## config.mk

```make
export PLATFORM = sky130hd
export DESIGN_NAME = idma_lane_buffer
export DESIGN_NICKNAME = d
export VERILOG_FILES = /design/src/rtl/idma_lane_buffer.sv
export SDC_FILE = /design/constraint.sdc
export NUM_CORES = 1
export LEC_CHECK = 0
export CELL_PAD_IN_SITES_DETAIL_PLACEMENT = 0
export CELL_PAD_IN_SITES_GLOBAL_PLACEMENT = 2
export CORE_MARGIN = 2
export CORE_UTILIZATION = 40
export DETAILED_ROUTE_END_ITERATION = 10
export PLACE_DENSITY_LB_ADDON = 0.25
export SYNTH_ARGS = -nofsm -noshare
export SYNTH_HDL_FRONTEND = slang
export SYNTH_SLANG_ARGS = --single-unit
```

## constraint.sdc

```tcl
create_clock -name clk_i -period 8.9 [get_ports clk_i]
set_input_delay 2.225 -clock clk_i [delete_from_list [all_inputs] [get_ports clk_i]]
set_output_delay 2.225 -clock clk_i [all_outputs]
set_load 0.01 [all_outputs]
```

## src/rtl/idma_lane_buffer.sv

```systemverilog
`default_nettype none
// ============================================================================
// Module      : idma_lane_buffer
// Description : Per-byte-lane FIFOs between the iDMA read and AXI Lite write
//               tasks. Optional macro IDMA_LANE_BUFFER_FALLTHROUGH_EN turns
//               on zero-latency pass-through on empty lanes.
// Revision    : 1.0 - initial release
// ============================================================================
module idma_lane_buffer #(
    parameter int unsigned StrbWidth = 16,
    parameter int unsigned Depth     = 3
) (
    input  logic                   clk_i,
    input  logic                   rst_i,
    input  logic                   flush_i,
    input  logic [StrbWidth*8-1:0] in_data_i,
    input  logic [StrbWidth-1:0]   in_valid_i,
    output logic [StrbWidth-1:0]   in_ready_o,
    output logic [StrbWidth*8-1:0] out_data_o,
    output logic [StrbWidth-1:0]   out_valid_o,
    input  logic [StrbWidth-1:0]   out_ready_i,
    output logic                   empty_o
);

    typedef logic [7:0] byte_t;

    localparam int unsigned c_ptr_w = (Depth > 1) ? $clog2(Depth) : 1;
    localparam int unsigned c_cnt_w = $clog2(Depth + 1);
    localparam logic [c_ptr_w-1:0] c_last_ptr = c_ptr_w'(Depth - 1);
    localparam logic [c_cnt_w-1:0] c_depth    = c_cnt_w'(Depth);

    assign empty_o = &(~out_valid_o);

    for (genvar i = 0; i < StrbWidth; i++) begin : g_lane
        byte_t              r_mem [Depth];
        logic [c_ptr_w-1:0] r_rd_ptr;
        logic [c_ptr_w-1:0] r_wr_ptr;
        logic [c_cnt_w-1:0] r_cnt;
        byte_t              w_in_byte;
        logic               w_out_valid;
        logic               w_bypass;
        logic               w_push;
        logic               w_pop;
        logic               w_store;
        logic               w_take;

        assign w_in_byte     = in_data_i[i*8 +: 8];
        assign in_ready_o[i] = (r_cnt != c_depth);

`ifdef IDMA_LANE_BUFFER_FALLTHROUGH_EN
        // Empty lane: the incoming byte is presented directly and, if popped
        // in the same cycle, never touches storage.
        assign w_out_valid             = (r_cnt != '0) | in_valid_i[i];
        assign w_bypass                = (r_cnt == '0) & in_valid_i[i] & out_ready_i[i];
        assign out_data_o[i*8 +: 8]    = (r_cnt == '0) ? w_in_byte : r_mem[r_rd_ptr];
`else
        assign w_out_valid             = (r_cnt != '0);
        assign w_bypass                = 1'b0;
        assign out_data_o[i*8 +: 8]    = r_mem[r_rd_ptr];
`endif

        assign out_valid_o[i] = w_out_valid;
        assign w_push         = in_valid_i[i] & in_ready_o[i];
        assign w_pop          = w_out_valid & out_ready_i[i];
        assign w_store        = w_push & ~w_bypass;
        assign w_take         = w_pop & ~w_bypass;

        // Storage carries no reset; only pointers and count define validity.
        always_ff @(posedge clk_i) begin
            if (w_store && !flush_i) begin
                r_mem[r_wr_ptr] <= w_in_byte;
            end
        end

        always_ff @(posedge clk_i or posedge rst_i) begin
            if (rst_i) begin
                r_rd_ptr <= '0;
                r_wr_ptr <= '0;
                r_cnt    <= '0;
            end else if (flush_i) begin
                r_rd_ptr <= '0;
                r_wr_ptr <= '0;
                r_cnt    <= '0;
            end else begin
                if (w_store) begin
                    r_wr_ptr <= (r_wr_ptr == c_last_ptr) ? '0 : r_wr_ptr + 1'b1;
                end
                if (w_take) begin
                    r_rd_ptr <= (r_rd_ptr == c_last_ptr) ? '0 : r_rd_ptr + 1'b1;
                end
                if (w_store && !w_take) begin
                    r_cnt <= r_cnt + 1'b1;
                end else if (w_take && !w_store) begin
                    r_cnt <= r_cnt - 1'b1;
                end
            end
        end
    end

endmodule
`default_nettype wire

```

==> results of run 1 <==
-- report_power, final --
part           switching [mW]  internal, mW  total [mW]
sequential             0.0820          2.51        2.60
combinational           0.221         0.267       0.487
clock                   0.824          1.20        2.02
-- Yosys cell counts --
cell	count	area share [%]
a21boi_1	1	0.038
a21boi_2	15	0.85
a21oi_1	79	2.0
buf_1	1	0.019
buf_2	31	0.78
buf_4	16	0.60
clkbuf_1	43	0.81
dfrtp_1	96	12
edfxtp_1	384	58
inv_1	2	0.038
mux2_2	16	0.90
mux2i_1	145	7.3
nand2_1	205	3.9
nand2b_1	64	2.0
nand3b_1	16	0.60
nand4_1	2	0.063
nor2_1	49	0.92
nor2b_1	2	0.063
nor3_1	16	0.40
nor3b_1	33	1.2
nor4_1	8	0.25
o21a_1	15	0.57
o21ai_0	146	3.7
o21ai_1	2	0.050
o21ai_2	14	0.62
o32a_1	15	0.75
or2_2	16	0.50
or3_1	16	0.50
or3b_1	15	0.66
-- worst paths after layout --
kind	from	endpoint	slack (ps)	depth (start not counted)
max	g_lane[15].r_cnt[1]	empty_o	4050	4
min	g_lane[10].r_wr_ptr[1]	g_lane[10].r_wr_ptr[1]	610	2
max reg2reg	g_lane[4].r_cnt[0]	g_lane[4].r_mem[2][4]	6580	3
min reg2reg	g_lane[10].r_wr_ptr[1]	g_lane[10].r_wr_ptr[1]	610	2
max in group asynchronous	rst_i	g_lane[7].r_wr_ptr[0]	5580	3
min in group asynchronous	rst_i	g_lane[3].r_wr_ptr[1]	2130	2
-- flip-flops by register name, indices dropped and copies added (netlist names) --
signal	cells
g_lane.r_wr_ptr	32
g_lane.r_mem	384
g_lane.r_rd_ptr	32
g_lane.r_cnt	32
-- per-layer routing --
| metal | track usage [%] | routed length, um |
|---|---|---|
| met4 | 5.14 | 967 |
| met1 | 20.1 | 17600 |
| met3 | 4.49 | 2710 |
| met5 | 0 | 75 |
| met2 | 26.8 | 20300 |
-- cell usage in the layout (no fill, tap or decap), types with 8 or more instances in the layout --
master / n
nor3b_1: 33
or3b_1: 15
o21ai_0: 146
nor4_1: 8
nand2_1: 205
o21ai_2: 14
edfxtp_1: 384
nand2b_1: 64
a21oi_1: 79
or2_2: 16
nor3_1: 16
mux2i_1: 145
mux2_2: 16
o32a_1: 15
dfrtp_1: 96
o21a_1: 15
clkbuf_16: 51
nor2_1: 49
clkdlybuf4s50_1: 322
or3_1: 16
a21boi_2: 15
nand3b_1: 16
clkbuf_1: 16
-- worst register-to-register path: cells and delay by family (launching register included) --
family	cells	cell delay, ps
AOI/OAI and AO/OA	1	300
DFF	1	490
and+or+nand+nor	2	1140
-- cell families (layout without fill, tap and decap cells) --
family / count (synthesis) / in the layout / synth area share [%]
flip-flops: 480 / 480 / 69.9
AND/OR/NAND/NOR: 442 / 442 / 11.1
buffers and inverters: 93 / 418 / 2.25
multiplexers: 161 / 161 / 8.19
AO/OA/AOI/OAI: 287 / 287 / 8.52
-- through the flow --
stage               util, %  total power, mW  setup WS, ps
floorplan                 -             2.86          4170
global placement       48.1             3.13          4240
detailed placement     48.1             3.14          4120
CTS                    51.3             5.18          3920
global route           51.3             5.31          3870
finish                 51.3             5.10          4050
-- final cells by class --
| class | instances | share of cell area [%] |
|---|---|---|
| Inverter | 2 | 0.0398 |
| Timing Repair Buffer | 327 | 13.0 |
| Multi-Input combinational cell | 890 | 22.0 |
| Tap cell | 664 | 3.30 |
| Clock inverter | 22 | 0.985 |
| Clock buffer | 67 | 5.31 |
| Sequential cell | 480 | 55.4 |
==> results by group, run 1 <==
Outcome
  – Status: finished, final reports clean

Job
  – Max-cap check violation count: 0

Synth
  – Post-Syn Area: between 15000 and 20000 um^2
  – Synth Warn #: 0
  – Avg Cell Area, Syn: ~14 um^2
  – Mapped Nets: around 1600
  – Post-synthesis register bit count: 480
  – Synth unique cells: 29
  – Sequential share of the synthesized area: between 60% and 70%
  – Cells after Synth: around 1500

Clocking
  – CTS Buffer Depth: 3
  – Post-CTS setup buffer count: 0
  – Depth of the CTS H-tree: 2
  – CTS tree: yes
  – Root Driver: clkbuf_16
  – Hold-fix buffers at CTS: 0
  – CTS buffer count: ~50
  – Post_cts resized: 0
  – Clk_lat worst skew: between 500 and 600 ps
  – Reg clk slew, reported paths: 60 ps
  – Sinks on Clock Net: 480

Setup path
  – CP required: about 6700 ps
  – Crit. End Element: output port
  – Critical path, cell by cell: nor4_1 -> nand4_1 -> nor2_1 -> clkdlybuf4s50_1
  – Kind of critical path: register to output port
  – Kind of start point of the critical path: register
  – Slowest CP cell: clkdlybuf4s50_1
  – Delay-heaviest family, CP: simple AND/OR/NAND/NOR gates
  – CP Max Fanout: 10
  – Worst path max stage delay: between 600 and 700 ps
  – Buf/Inv on CP: 1
  – Arrival time of the worst setup path: between 2000 and 3000 ps

Power and ir drop
  – Leak: just over 8 nW
  – IR Drop Worst-Case VDD: 163 uV
  – PwrDens: approximately 200 nW/um^2

STA
  – Final hold slack: approximately 610 ps
  – Max Fclk: 0.206 GHz
  – RSZ-0062 raised after global routing: false
  – # setup viols final: 0
  – Rel. slew slack: 15.3%
  – Min Tclk post-route: 4850 ps
  – Final Hold Viols: 0
  – Worst-margin pin slew: ~1300 ps
  – Fin Clk Skew: roughly 10 ps
  – Period utilisation layout: between 50% and 60%
  – Setup TNS: 0 ps
  – Slew Viols, Final: 0

Global routing
  – Total global routing overflow: 0
  – First-pass GRT wire length: between 60000 and 70000 um
  – Number of global-route vias before repair: 11691
  – Initial antenna violation count: 5
  – GRT Util Overall: 16.0%
  – Largest net degree at the start of global routing: 63

Die
  – Core area: 49100 um^2
  – Chip height: roughly 230 um
  – Row cnt: a little over 80
  – Die area: 51600 um^2
  – Die width: between 200 and 250 um
  – I/O pin count: 324
  – Effective utilization at floorplan: between 40% and 50%

Routing
  – Vias: between 10000 and 15000
  – Post-Route WL: around 42000 um
  – DRC viols: 0
  – Drt first-iter violations: slightly below 500
  – Avg WL per Cell: about 17 um
  – DR vias/cell: slightly below 5
  – Post-DRT Antenna Nets: 0
  – DRT Pass-1 Iters: 5

Layout
  – Cell Count, Final, Fillers Out: 2452
  – Share of cells above drive strength 1: about 7.5%
  – N_diodes: 0
  – Final Net Count: about 1900
  – Final Instance Area: approximately 25000 um^2
  – # fillers: about 4200
  – Layout area overhead: 26.3%
  – Multi-input logic area: between 5000 and 6000 um^2
  – Combined flip-flop and latch cell area: 13900 um^2

Placement
  – Placed Instances: between 2000 and 2500
  – Placed cell areas: 23600 um^2
  – Number of port buffers: between 300 and 400
  – HPWL after detailed placement: about 30000 um
  – Gp weighted congestion: roughly 0.75

Hold path
  – HP Class: register to register
No activity file was read; power rests on OpenSTA's default activity.
==> run 2, diff against run 1 <==
--- a/config.mk
+++ b/config.mk
@@ -8,7 +8,7 @@
 export CELL_PAD_IN_SITES_DETAIL_PLACEMENT = 0
 export CELL_PAD_IN_SITES_GLOBAL_PLACEMENT = 2
 export CORE_MARGIN = 2
-export CORE_UTILIZATION = 40
+export CORE_UTILIZATION = 37
 export DETAILED_ROUTE_END_ITERATION = 10
 export PLACE_DENSITY_LB_ADDON = 0.25
 export SYNTH_ARGS = -nofsm -noshare
==> constraint.sdc (replaced) <==
create_clock -name clk_i -period 5 [get_ports clk_i]
set_input_delay 1.25 -clock clk_i [delete_from_list [all_inputs] [get_ports clk_i]]
set_output_delay 1.25 -clock clk_i [all_outputs]
set_load 0.01 [all_outputs]
==> run 2 against run 1 <==
  * Register-to-register slack worse by 3900 ps
  * Critical path depth stayed put
  * First-iteration DRC count is 7.8% higher
  * Worst setup slack worse by 3000 ps
  * Count of clock-buffer cells in the layout is 2 higher
  * Clock skew is 6.8 ps higher
  * Core utilization is 3.7 points lower
  * Global-route usage is 0.86 points lower
  * Die area is 8.0% higher
==> results by group, run 2 (synthesized netlist as in run 1, its figures left out) <==
Outcome
  – Status: finished, final reports clean

Die
  – Die area: around 56000 um^2
  – Effective utilization at floorplan: a little under two fifths
  – Core area: approximately 53000 um^2
  – Row cnt: 85
  – Chip height: about 240 um
  – Die width: approximately 240 um
  – I/O pin count: 324

Clocking
  – CTS buffer count: 52
  – Post-CTS setup buffer count: 0
  – Depth of the CTS H-tree: 2
  – Post_cts resized: 0
  – Reg clk slew, reported paths: 60 ps
  – Root Driver: clkbuf_16
  – Hold-fix buffers at CTS: 0
  – Clk_lat worst skew: just under 600 ps
  – Sinks on Clock Net: between 400 and 500
  – CTS Buffer Depth: 3
  – CTS tree: yes

Setup path
  – Kind of critical path: register to output port
  – Arrival time of the worst setup path: about 2700 ps
  – CP Max Fanout: 10
  – CP required: roughly 3800 ps
  – Reg2Reg Setup Slack: 2670 ps
  – Kind of start point of the critical path: register
  – Critical path, cell by cell: nor4_1 -> nand4_1 -> nor2_1 -> clkdlybuf4s50_1
  – Buf/Inv on CP: 1
  – Crit. End Element: output port
  – Slowest CP cell: clkdlybuf4s50_1
  – Delay-heaviest family, CP: simple AND/OR/NAND/NOR gates
  – Worst path max stage delay: between 600 and 700 ps

Hold path
  – HP Class: register to register

Placement
  – DP Worst Slack: about 1300 ps
  – Gp weighted congestion: roughly 0.72
  – Placed cell areas: roughly 24000 um^2
  – Number of port buffers: about 320
  – HPWL after detailed placement: ~31000 um

Layout
  – Final Instance Area: between 20000 and 30000 um^2
  – # fillers: ~4600
  – Final Net Count: 1933
  – Largest register FFs: 384
  – Commonest non-fill, non-tap cell in the layout: edfxtp_1
  – Layout area overhead: 27.8%
  – Share of cells above drive strength 1: 8.83%
  – Most frequent cells in the layout: edfxtp_1 (384), clkdlybuf4s50_1 (322), nand2_1 (205)
  – Most flops, register: g_lane.r_mem

Routing
  – Drt first-iter violations: 527
  – DRT Pass-1 Iters: 5
  – DRC viols: 0
  – Post-DRT Antenna Nets: 0
  – DR vias/cell: roughly 4.8
  – Vias: 12002
  – Post-Route WL: roughly 43000 um
  – Avg WL per Cell: between 15 and 20 um

STA
  – Slew Viols, Final: 0
  – Max Fclk: between 0.2 and 0.3 GHz
  – Setup slack after layout: between 1000 and 1500 ps
  – RSZ-0062 raised after global routing: false
  – Setup TNS: 0 ps
  – Fin Clk Skew: between 15 and 20 ps
  – Worst-margin pin slew: 1260 ps
  – Period utilisation layout: 79.9%
  – # setup viols final: 0
  – Min Tclk post-route: ~4000 ps
  – Final Hold Viols: 0
  – Rel. slew slack: 15.7%

Global routing
  – Largest net degree at the start of global routing: 70
  – GRT Util Overall: around 15%
  – Initial antenna violation count: 8
  – First-pass GRT wire length: roughly 65000 um
  – Total global routing overflow: 0
  – Number of global-route vias before repair: 11717

Power and ir drop
  – IR Drop Worst-Case VDD: around 230 uV
  – PwrDens: ~360 nW/um^2
  – Final Total Pwr: a little over 9 mW
  – Leak: about 8.4 nW

Job
  – Max-cap check violation count: 0
## run 2: tightest hold or removal path, stage by stage (launching register included)
cell and delay, ps:
dfrtp_1 420, nand2b_1 90, a21oi_1 60
## run 2: area by class of cell
class                           instances  area [um^2]  area share, %
Antenna cell                            1         2.50        0.00983
Inverter                                2         10.0         0.0393
Multi-Input combinational cell        890         5540           21.7
Timing Repair Buffer                  344         3400           13.4
Clock buffer                           69         1430           5.61
Tap cell                              696          871           3.42
Clock inverter                         28          279           1.10
Sequential cell                       480        13900           54.7
## run 2: report_power, final
part / switching, mW / internal, mW / total (mW)
combinational: 0.398 / 0.481 / 0.879
clock: 1.53 / 2.27 / 3.79
sequential: 0.146 / 4.47 / 4.62
## run 2: worst paths after layout
check / from / endpoint / depth (start not counted)
max in group asynchronous: rst_i / g_lane[10].r_cnt[0] / 3
worst max-delay path: g_lane[15].r_cnt[1] / empty_o / 4
worst min-delay path: g_lane[2].r_wr_ptr[1] / g_lane[2].r_wr_ptr[1] / 2
min in group asynchronous: rst_i / g_lane[7].r_rd_ptr[1] / 2
worst min register to register: g_lane[2].r_wr_ptr[1] / g_lane[2].r_wr_ptr[1] / 2
worst max register to register: g_lane[14].r_cnt[1] / g_lane[14].r_mem[2][2] / 3
## run 2: through the flow
stage | hold WS, ps | utilization (%) | std cells
2_1_floorplan | 500 | - | 1463
3_3_place_gp | 590 | 44.4 | 2412
3_5_place_dp | 597 | 44.4 | 2412
4_1_cts | 605 | 47.6 | 2509
5_1_grt | 644 | 47.6 | 2510
6_report | 600 | 47.6 | 2510
## run 2: layer usage
| layer | GRT usage, % | wire (um) |
|---|---|---|
| met3 | 4.60 | 2790 |
| met5 | 0 | 80 |
| met4 | 4.36 | 841 |
| met2 | 26.0 | 21200 |
| met1 | 18.4 | 17900 |
